===== src/rtl/gnrc_rr_arbiter_if.sv =====
// Requester-side and manager-side bundles for gnrc_rr_arbiter.
// The arbiter connects to the slave modport of the requester bundle and to
// the master modport of the manager bundle.

interface gnrc_rr_req_if #(
  parameter int unsigned N     = 1,
  parameter type         DTYPE = logic
);
  logic [N-1:0] req_i;
  logic [N-1:0] lock_i;
  logic [N-1:0] gnt_o;
  DTYPE         data_i [N];

  modport master (output req_i, lock_i, data_i, input gnt_o);
  modport slave  (input req_i, lock_i, data_i, output gnt_o);
endinterface

interface gnrc_rr_mgr_if #(
  parameter int unsigned N     = 1,
  parameter type         DTYPE = logic
);
  localparam int unsigned AW = (N > 1) ? $clog2(N) : 1;

  logic          req_o;
  logic          lock_o;
  DTYPE          data_o;
  logic [AW-1:0] idx_o;
  logic          gnt_i;

  modport master (output req_o, lock_o, data_o, idx_o, input gnt_i);
  modport slave  (input req_o, lock_o, data_o, idx_o, output gnt_i);
endinterface


===== src/rtl/gnrc_rr_arbiter.sv =====
// N-to-1 round-robin arbiter with per-transaction locking, payload mux and
// optional output buffering (DEPTH 0/1/2).
// Optional checks: define GNRC_ARBITER_ASSERT_EN to enable simulation assertions.

module gnrc_rr_arbiter #(
  parameter int unsigned N      = 1,
  parameter bit          EXT_RR = 1'b0,
  parameter bit          LEAKY  = 1'b1,
  parameter int unsigned DEPTH  = 0,
  parameter type         DTYPE  = logic
) (
  input  logic          clk_i,
  input  logic          rst_i,
  input  logic          flush_i,
  input  logic [N-1:0]  rr_i,
  gnrc_rr_req_if.slave  req_bus,
  gnrc_rr_mgr_if.master mgr_bus
);

  localparam int unsigned AW = (N > 1) ? $clog2(N) : 1;

  logic [AW-1:0] ptr_q;
  logic          lock_q;
  logic [AW-1:0] lock_idx_q;
  logic          hold_q;
  logic [AW-1:0] hold_idx_q;

  logic [AW-1:0] start_c;
  logic [AW:0]   pick_c;
  logic [AW-1:0] win_idx_c;
  logic          win_vld_c;
  logic          win_lock_c;
  DTYPE          win_data_c;
  logic          ready_c;
  logic          take_c;
  logic [AW-1:0] ptr_next_c;

  // First requester at or above start, wrapping; MSB of result = found.
  function automatic logic [AW:0] rr_pick(input logic [N-1:0] req,
                                          input logic [AW-1:0] start);
    logic [AW:0] res;
    int unsigned k;
    res = '0;
    for (int unsigned i = 0; i < N; i++) begin
      k = (32'(start) + i) % N;
      if (!res[AW] && req[AW'(k)]) res = {1'b1, AW'(k)};
    end
    return res;
  endfunction

  // Priority start: external one-hot pointer or internal round-robin pointer.
  always_comb begin
    start_c = ptr_q;
    if (EXT_RR) begin
      start_c = '0;
      for (int unsigned i = 0; i < N; i++) begin
        if (rr_i[i]) start_c = AW'(i);
      end
    end
  end

  // Winner selection; a lock or a pending non-leaky request pins the choice.
  always_comb begin
    pick_c    = rr_pick(req_bus.req_i, start_c);
    win_idx_c = pick_c[AW-1:0];
    win_vld_c = pick_c[AW];
    if (lock_q) begin
      win_idx_c = lock_idx_q;
      win_vld_c = req_bus.req_i[lock_idx_q];
    end else if (hold_q) begin
      win_idx_c = hold_idx_q;
      win_vld_c = req_bus.req_i[hold_idx_q];
    end
    win_lock_c = win_vld_c & req_bus.lock_i[win_idx_c];
    win_data_c = req_bus.data_i[win_idx_c];
  end

  assign take_c     = win_vld_c & ready_c & ~rst_i;
  assign ptr_next_c = (win_idx_c == AW'(N - 1)) ? '0 : win_idx_c + AW'(1);

  // Grant goes back only to the winner, and only when its beat is taken.
  always_comb begin
    req_bus.gnt_o = '0;
    if (take_c) req_bus.gnt_o[win_idx_c] = 1'b1;
  end

  // Pointer and lock state; flush beats a simultaneous accept.
  always_ff @(posedge clk_i) begin
    if (rst_i) begin
      ptr_q      <= '0;
      lock_q     <= 1'b0;
      lock_idx_q <= '0;
    end else if (flush_i && !EXT_RR) begin
      ptr_q  <= '0;
      lock_q <= 1'b0;
    end else if (take_c) begin
      lock_q     <= win_lock_c;
      lock_idx_q <= win_idx_c;
      if (!win_lock_c) ptr_q <= ptr_next_c;
    end
  end

  // Non-leaky combinational mode: keep an ungranted selection until gnt_i.
  always_ff @(posedge clk_i) begin
    if (rst_i) begin
      hold_q     <= 1'b0;
      hold_idx_q <= '0;
    end else if (LEAKY || DEPTH != 0) begin
      hold_q <= 1'b0;
    end else begin
      hold_q     <= win_vld_c & ~mgr_bus.gnt_i & ~lock_q;
      hold_idx_q <= win_idx_c;
    end
  end

  if (DEPTH == 0) begin : g_comb
    assign ready_c        = mgr_bus.gnt_i;
    assign mgr_bus.req_o  = win_vld_c;
    assign mgr_bus.lock_o = win_lock_c;
    assign mgr_bus.idx_o  = win_vld_c ? win_idx_c : '0;
    assign mgr_bus.data_o = win_vld_c ? win_data_c : '0;
  end else if (DEPTH == 1) begin : g_reg
    logic          o_vld_q;
    logic          o_lock_q;
    logic [AW-1:0] o_idx_q;
    DTYPE          o_data_q;

    assign ready_c = ~o_vld_q | mgr_bus.gnt_i;

    // Single output register, refilled in the cycle it drains.
    always_ff @(posedge clk_i) begin
      if (rst_i) begin
        o_vld_q  <= 1'b0;
        o_lock_q <= 1'b0;
        o_idx_q  <= '0;
        o_data_q <= '0;
      end else if (take_c) begin
        o_vld_q  <= 1'b1;
        o_lock_q <= win_lock_c;
        o_idx_q  <= win_idx_c;
        o_data_q <= win_data_c;
      end else if (mgr_bus.gnt_i) begin
        o_vld_q <= 1'b0;
      end
    end

    assign mgr_bus.req_o  = o_vld_q;
    assign mgr_bus.lock_o = o_lock_q;
    assign mgr_bus.idx_o  = o_idx_q;
    assign mgr_bus.data_o = o_data_q;
  end else begin : g_skid
    logic          o_vld_q, s_vld_q;
    logic          o_lock_q, s_lock_q;
    logic [AW-1:0] o_idx_q, s_idx_q;
    DTYPE          o_data_q, s_data_q;

    assign ready_c = ~s_vld_q;

    // Output entry plus skid entry; ready depends only on the skid slot.
    always_ff @(posedge clk_i) begin
      if (rst_i) begin
        o_vld_q  <= 1'b0;
        o_lock_q <= 1'b0;
        o_idx_q  <= '0;
        o_data_q <= '0;
        s_vld_q  <= 1'b0;
        s_lock_q <= 1'b0;
        s_idx_q  <= '0;
        s_data_q <= '0;
      end else if (!o_vld_q || mgr_bus.gnt_i) begin
        if (s_vld_q) begin
          o_vld_q  <= 1'b1;
          o_lock_q <= s_lock_q;
          o_idx_q  <= s_idx_q;
          o_data_q <= s_data_q;
          s_vld_q  <= 1'b0;
        end else begin
          o_vld_q <= take_c;
          if (take_c) begin
            o_lock_q <= win_lock_c;
            o_idx_q  <= win_idx_c;
            o_data_q <= win_data_c;
          end
        end
      end else if (take_c) begin
        s_vld_q  <= 1'b1;
        s_lock_q <= win_lock_c;
        s_idx_q  <= win_idx_c;
        s_data_q <= win_data_c;
      end
    end

    assign mgr_bus.req_o  = o_vld_q;
    assign mgr_bus.lock_o = o_lock_q;
    assign mgr_bus.idx_o  = o_idx_q;
    assign mgr_bus.data_o = o_data_q;
  end

`ifdef GNRC_ARBITER_ASSERT_EN
  if (N < 1) begin : g_bad_n
    $fatal(1, "gnrc_rr_arbiter: N must be at least 1");
  end

  a_gnt_onehot: assert property (@(posedge clk_i) disable iff (rst_i)
    $onehot0(req_bus.gnt_o));

  a_req_hold: assert property (@(posedge clk_i) disable iff (rst_i)
    (mgr_bus.req_o && !mgr_bus.gnt_i) |=> mgr_bus.req_o);

  if (DEPTH >= 1 || !LEAKY) begin : g_stable
    a_data_stable: assert property (@(posedge clk_i) disable iff (rst_i)
      (mgr_bus.req_o && !mgr_bus.gnt_i) |=> $stable(mgr_bus.data_o));
  end
`else
  // Checks compiled out; datapath is unaffected.
`endif

endmodule


===== src/flat_wrapper.sv =====
// flat-port wrapper written by rule: the top's interface ports become plain ports
module gnrc_rr_arbiter_flat 
#(
  parameter int unsigned N      = 1,
  parameter bit          EXT_RR = 1'b0,
  parameter bit          LEAKY  = 1'b1,
  parameter int unsigned DEPTH  = 0,
  parameter type         DTYPE  = logic
)
  (clk_i, rst_i, flush_i, rr_i, req_bus_req_i, req_bus_lock_i, req_bus_data_i, req_bus_gnt_o, mgr_bus_req_o, mgr_bus_lock_o, mgr_bus_data_o, mgr_bus_idx_o, mgr_bus_gnt_i);
  gnrc_rr_req_if #(.N(N), .DTYPE(DTYPE)) req_bus_i ();
  gnrc_rr_mgr_if #(.N(N), .DTYPE(DTYPE)) mgr_bus_i ();
  input  logic clk_i;
  input  logic rst_i;
  input  logic flush_i;
  input  logic [N-1:0] rr_i;
  input wire logic [$bits(req_bus_i.req_i)-1:0] req_bus_req_i;
  input wire logic [$bits(req_bus_i.lock_i)-1:0] req_bus_lock_i;
  input wire logic [$bits(req_bus_i.data_i)-1:0] req_bus_data_i;
  output wire logic [$bits(req_bus_i.gnt_o)-1:0] req_bus_gnt_o;
  output wire logic [$bits(mgr_bus_i.req_o)-1:0] mgr_bus_req_o;
  output wire logic [$bits(mgr_bus_i.lock_o)-1:0] mgr_bus_lock_o;
  output wire logic [$bits(mgr_bus_i.data_o)-1:0] mgr_bus_data_o;
  output wire logic [$bits(mgr_bus_i.idx_o)-1:0] mgr_bus_idx_o;
  input wire logic [$bits(mgr_bus_i.gnt_i)-1:0] mgr_bus_gnt_i;
  assign req_bus_i.req_i = req_bus_req_i;
  assign req_bus_i.lock_i = req_bus_lock_i;
  assign req_bus_i.data_i = {>>{req_bus_data_i}};
  assign req_bus_gnt_o = req_bus_i.gnt_o;
  assign mgr_bus_req_o = mgr_bus_i.req_o;
  assign mgr_bus_lock_o = mgr_bus_i.lock_o;
  assign mgr_bus_data_o = mgr_bus_i.data_o;
  assign mgr_bus_idx_o = mgr_bus_i.idx_o;
  assign mgr_bus_i.gnt_i = mgr_bus_gnt_i;
  gnrc_rr_arbiter #(.N(N), .EXT_RR(EXT_RR), .LEAKY(LEAKY), .DEPTH(DEPTH), .DTYPE(DTYPE)) u_core (.clk_i(clk_i), .rst_i(rst_i), .flush_i(flush_i), .rr_i(rr_i), .req_bus(req_bus_i), .mgr_bus(mgr_bus_i));
endmodule

===== config.mk =====
export PLATFORM = sky130hd
export DESIGN_NAME = gnrc_rr_arbiter_flat
export DESIGN_NICKNAME = d
export VERILOG_FILES = /design/src/rtl/gnrc_rr_arbiter_if.sv /design/src/rtl/gnrc_rr_arbiter.sv /design/src/flat_wrapper.sv
export SDC_FILE = /design/constraint.sdc
export NUM_CORES = 1
export LEC_CHECK = 0
export CELL_PAD_IN_SITES_DETAIL_PLACEMENT = 0
export CELL_PAD_IN_SITES_GLOBAL_PLACEMENT = 1
export CORE_AREA = 2 2 39 41
export DETAILED_ROUTE_END_ITERATION = 6
export DIE_AREA = 0 0 41 43
export GPL_TIMING_DRIVEN = 1
export PLACE_DENSITY = 0.54
export SYNTH_ARGS = -nofsm -noshare
export SYNTH_HDL_FRONTEND = slang
export SYNTH_SLANG_ARGS = --single-unit

===== constraint.sdc =====
create_clock -name clk_i -period 1.3 [get_ports clk_i]
set_clock_uncertainty 0.2 [all_clocks]
set_input_delay 0.39 -clock clk_i [delete_from_list [all_inputs] [get_ports clk_i]]
set_output_delay 0.39 -clock clk_i [all_outputs]
set_load 0.02 [all_outputs]

## Yosys cells after proc, flatten, opt, wreduce, memory -nomap -nowiden

Index checks and enable logic that the tools add are counted.

| word-level totals | value |
|---|---|
| register bits | 2 |
| input port bits | 8 |
| output and inout bits | 5 |
| word-level logic and storage cells | 23 |

| operators by class | value |
|---|---|
| $lt $le $gt $ge | 3 |
| muxes and demuxes | 10 |
| bitwise gates (word level) | 5 |
| reductions and logical operators | 3 |

Operators with widths:

| cell | count |
|---|---|
| two-way mux 1 bit | 9 |
| AND 1 bit | 3 |
| < comparator 1 bit, second input constant | 2 |
| two-way mux 2 bit | 1 |
| NOT 1 bit | 2 |
| AND reduction 2 bit | 1 |
| OR reduction 2 bit | 1 |
| greater-or-equal comparator 1 bit, second input constant | 1 |
| logical AND 1 bit | 1 |

## Logic depth before layout (Yosys ltp)

| depth | value |
|---|---|
| word-level depth | 6 |
| gate-level depth with buffers | 2 |
| mapped depth without buffers | 2 |

## Worst setup path after synthesis

OpenSTA, ideal clock, no wires.

| path | value |
|---|---|
| kind | in2out |
| start | in req_bus_req_i |
| end | out req_bus_gnt_o |
| arrival | 0.965 ns |
| required time | 0.710 ns |
| path slack | -0.255 ns |
| stages | 2 |
| path buffers | 0 |
| cell sequence | nand2_1 > a211oi_1 |

| on the way | value |
|---|---|
| longest elaborated chain between the ends | 5 |
| elaborated cells on any way between the ends | 6 |
| classes of those cells | 4 x mux; 2 x bitwise |

Ends and longest elaborated chain:

| what | line | text |
|---|---|---|
| start, declared | flat_wrapper.sv:17 | `input wire logic [$bits(req_bus_i.req_i)-1:0] req_bus_req_i;` |
| two-way mux 2 bit / two-way mux 1 bit (equally long branches) | gnrc_rr_arbiter.sv:46, gnrc_rr_arbiter.sv:69 |  |
| two-way mux 1 bit (*) | gnrc_rr_arbiter.sv:67 | `if (lock_q) begin` |
| AND 1 bit (*) (2 in series) | gnrc_rr_arbiter.sv:78 | `assign take_c = win_vld_c & ready_c & ~rst_i;` |
| two-way mux 1 bit (*) | gnrc_rr_arbiter.sv:84 | `if (take_c) req_bus.gnt_o[win_idx_c] = 1'b1;` |
| end, declared | flat_wrapper.sv:20 | `output wire logic [$bits(req_bus_i.gnt_o)-1:0] req_bus_gnt_o;` |

Mark *: on every way between the ends. The rest lies on a longest branch, timed or not. The select of a mux whose other input is x is not followed.

## Final worst setup path

| path | value |
|---|---|
| start | reg u_core.lock_idx_q |
| end | out req_bus_gnt_o |

| on the way | value |
|---|---|
| longest elaborated chain between the ends | 5 |
| elaborated cells on any way between the ends | 6 |
| classes of those cells | 2 x order compare; 3 x mux; 1 x reduce/logical |

Ends and longest elaborated chain:

| what | line | text |
|---|---|---|
| start, declared | gnrc_rr_arbiter.sv:24 | `logic [AW-1:0] lock_idx_q;` |
| start signal, assigned | gnrc_rr_arbiter.sv:98 | `lock_idx_q <= win_idx_c;` |
| two-way mux 1 bit (*) | gnrc_rr_arbiter.sv:67 |  |
| greater-or-equal comparator 1 bit (not written as such) / < comparator 1 bit (equally long branches) | gnrc_rr_arbiter.sv:84 |  |
| logical AND 1 bit (not written as such) (*) | gnrc_rr_arbiter.sv:84 |  |
| two-way mux 1 bit (not written as such) (*) | gnrc_rr_arbiter.sv:84 |  |
| two-way mux 1 bit (*) | gnrc_rr_arbiter.sv:84 |  |

Mark *: on every way between the ends. The rest lies on a longest branch, timed or not.

==> reports/metrics.yaml <==
outcome:
  status: "finished, violations left"
  violations: "negative setup slack"
worst_setup_path:
  worstPathCellList: "a211oi_4 > buf_6"
  regToRegSetupSlack_ns: 0.16
  crit_required_ns: 0.71
  rr_startpoint: "u_core.lock_q"
  crit_type: "reg -> out"
  cp_num_cells: 2
  path_buf_inv: 1
  cp.arrival_ns: 0.93
  startpoint_type: "flop"
  ff2ff_path_depth: 3
  cp_slowest_cell: "dfxtp_2"
  reg2reg_to: "u_core.lock_q"
  critPathCapture: "req_bus_gnt_o"
  cp_max_fo: 3
  cp-startpoint: "u_core.lock_idx_q"
  end_kind: "primary output"
  cp_top_family: "flip-flops"
  cp_slowest_stage_delay_ns: 0.33
global_routing:
  grt_max_degree: 7
  grt_pass1_vias: 164
  met2_usage_pct: 5.94
  grt.overflow.total: 0
  grt_util_all_layers_pct: 6.11
  grt_pass1_wl_um: 676
  met3_usage_pct: 4.71
  grt_antenna_before_repair: 0
  grtUsageMet1_pct: 8.63
  grt-busiest-layer: "met1"
final_layout:
  area_growth_pct: 205
  finalNetCount: 43
  antenna_cells: 0
  final_layout_size_suffix_gt1_share_pct: 84.8
  final_util_pct: 26.5
  fin_cells: 49
  final_area_um2: 367
power:
  swShare_pct: 23.3
  power.density_nw_per_um2: 763
  ir_drop_mv: 0.293
  clock_power_share_pct: 48.1
  seq_power_share_pct: 22.7
  comb_power_share_pct: 29.2
  totalPowerFinal_mw: 0.280
  p_int_mw: 0.215
  p_leak_nw: 0.166
  p_switching_mw: 0.0651
placed_design:
  dp.cells: 45
  dpl-instance-area_um2: 317
  place.gp.congestion: 0.647
  dp_hpwl_um: 372
  io_buffers: 11
synthesis:
  synth_fp_nets: 21
  synth_area_per_cell_um2: 9.24
  ys_ff_latch: 2
  synth.largest_area_cell: "dfxtp_1"
  synth_area_um2: 120
  synth_cell_types: 11
  ys_async_sr_fraction_pct: 0
  seq_area_frac_synth_pct: 33.3
  synth_top_area_share_pct: 33.3
  syn_inst: 13
  ys.flop_type: "dfxtp_1"
  synth-edff-count: 0
  synth_area_leaders: "dfxtp_1, a211oi_2, and2_1"
  yosys-top-cells-count: "and2_1, dfxtp_1"
  yosys_warnings: 0
floorplanning:
  row_count: 14
  die_x_um: 41
  core_area_um2: 1380
  start_util_pct: 8.68
  die_area_um2: 1760
  dieHeight_um: 43
  top_level_ports: 13
sta:
  fmax_ghz: 0.659
  finalCriticalPeriod_ns: 1.52
  relSlewSlack_pct: 88.2
  hold_slack_ns: 0.240
  timing.final.ws_setup_ns: -0.217
  hold_viol: 0
  worst_pin_slew_ns: 0.176
  setup_viol: 5
  rsz0062_at_grt: "true"
  fin_crit_sh_pct: 117
  maxSlewViolCount: 0
clocking:
  cts_buffer_depth: 2
  ctsHoldBuffers: 0
  cts.htree.levels: 1
  clock_latency_ns: 0.22
  cts.reportedPaths.clkPinSlew_ns: 0.03
  cts_tree: "done"
  cts_sinks: 2
  cts_buffers: 3
  root_buffer: "clkbuf_4"
route:
  drcViolationCount: 0
  drt-total-wl_um: 455
  drt_first_pass_iters: 1
  postRouteAntennaNets: 0
  wire_per_inst_um: 9.29
  num_vias: 172
  first_iter_violations: 0
  viasPerCell: 3.51
job:
  maxCapViolCount: 0
worst_hold_path:
  hp-class: "in -> reg"
## through the flow
step | TNS [ns] | setup slack, ns
3_3_place_gp | -6.77 | -1.23
5_1_grt | -0.578 | -0.241
2_1_floorplan | -0.0212 | -0.0212
4_1_cts | -0.577 | -0.234
6_report | -0.502 | -0.217
3_5_place_dp | -6.88 | -1.24
## power groups by stage
stage | Sequential, mW | Combinational (mW) | Clock (mW)
5_1_grt | 0.0634 | 0.0870 | 0.151
6_report | 0.0634 | 0.0817 | 0.135
3_3_place_gp | 0.0641 | 0.0719 | 0
2_1_floorplan | 0.0641 | 0.0218 | 0
4_1_cts | 0.0635 | 0.0768 | 0.144
3_5_place_dp | 0.0641 | 0.0725 | 0
## cell families after synthesis
family / synth area share (%)
buf+inv: 9.37
compound gates: 33.3
simple gates: 24.0
flops: 33.3
## registers in the layout, indices dropped and copies added (netlist names)
| register | count |
|---|---|
| u_core.lock_q | 1 |
| u_core.lock_idx_q | 1 |
## cell type report
cell class	instances	area [µm²]
Inverter	1	3.75
Clock buffer	3	22.5
Fill cell	148	1020
Tap cell	16	20.0
Sequential cell	2	42.5
Multi-Input combinational cell	9	103
Timing Repair Buffer	18	175
## worst min-delay path by stage
stage / start / endpoint / slack (ns) / cells past startpoint
2_1_floorplan: flush_i / u_core.lock_q / 0.25 / 1
3_3_place_gp: u_core.lock_idx_q / u_core.lock_idx_q / 0.29 / 1
3_5_place_dp: u_core.lock_idx_q / u_core.lock_idx_q / 0.30 / 1
4_1_cts: req_bus_lock_i / u_core.lock_q / 0.25 / 3
5_1_grt: req_bus_lock_i / u_core.lock_q / 0.24 / 3
6_report: req_bus_lock_i / u_core.lock_q / 0.24 / 3
## layer usage
metal	up-vias	wire length, µm
met5	-	0
met4	0	0
met3	0	54
met2	12	161
met1	73	239
li1	87	-
## worst register-to-register path, cell delays in order, from the launching register on
cell      delay, ns
dfxtp_2        0.34
buf_4          0.11
a21bo_1        0.20
a211oi_2       0.19
## layout by cell type, fill, tap and decap left out
cell	instances
buf_6	8
buf_4	6
clkbuf_4	3
and2_4	2
buf_2	2
dfxtp_2	2
and3_2	1
nand2_8	1
a211oi_4	1
nand3_1	1
a21bo_1	1
a211oi_2	1
inv_1	1
o311a_1	1
clkdlybuf4s50_1	1
buf_12	1
## repair_timing
item	in CTS	in global routing
setup endpoints to repair	7	5
setup buffers	0	1
resized for setup	58	2
pin swaps	3	3
No activity file was read; power rests on OpenSTA's default activity.
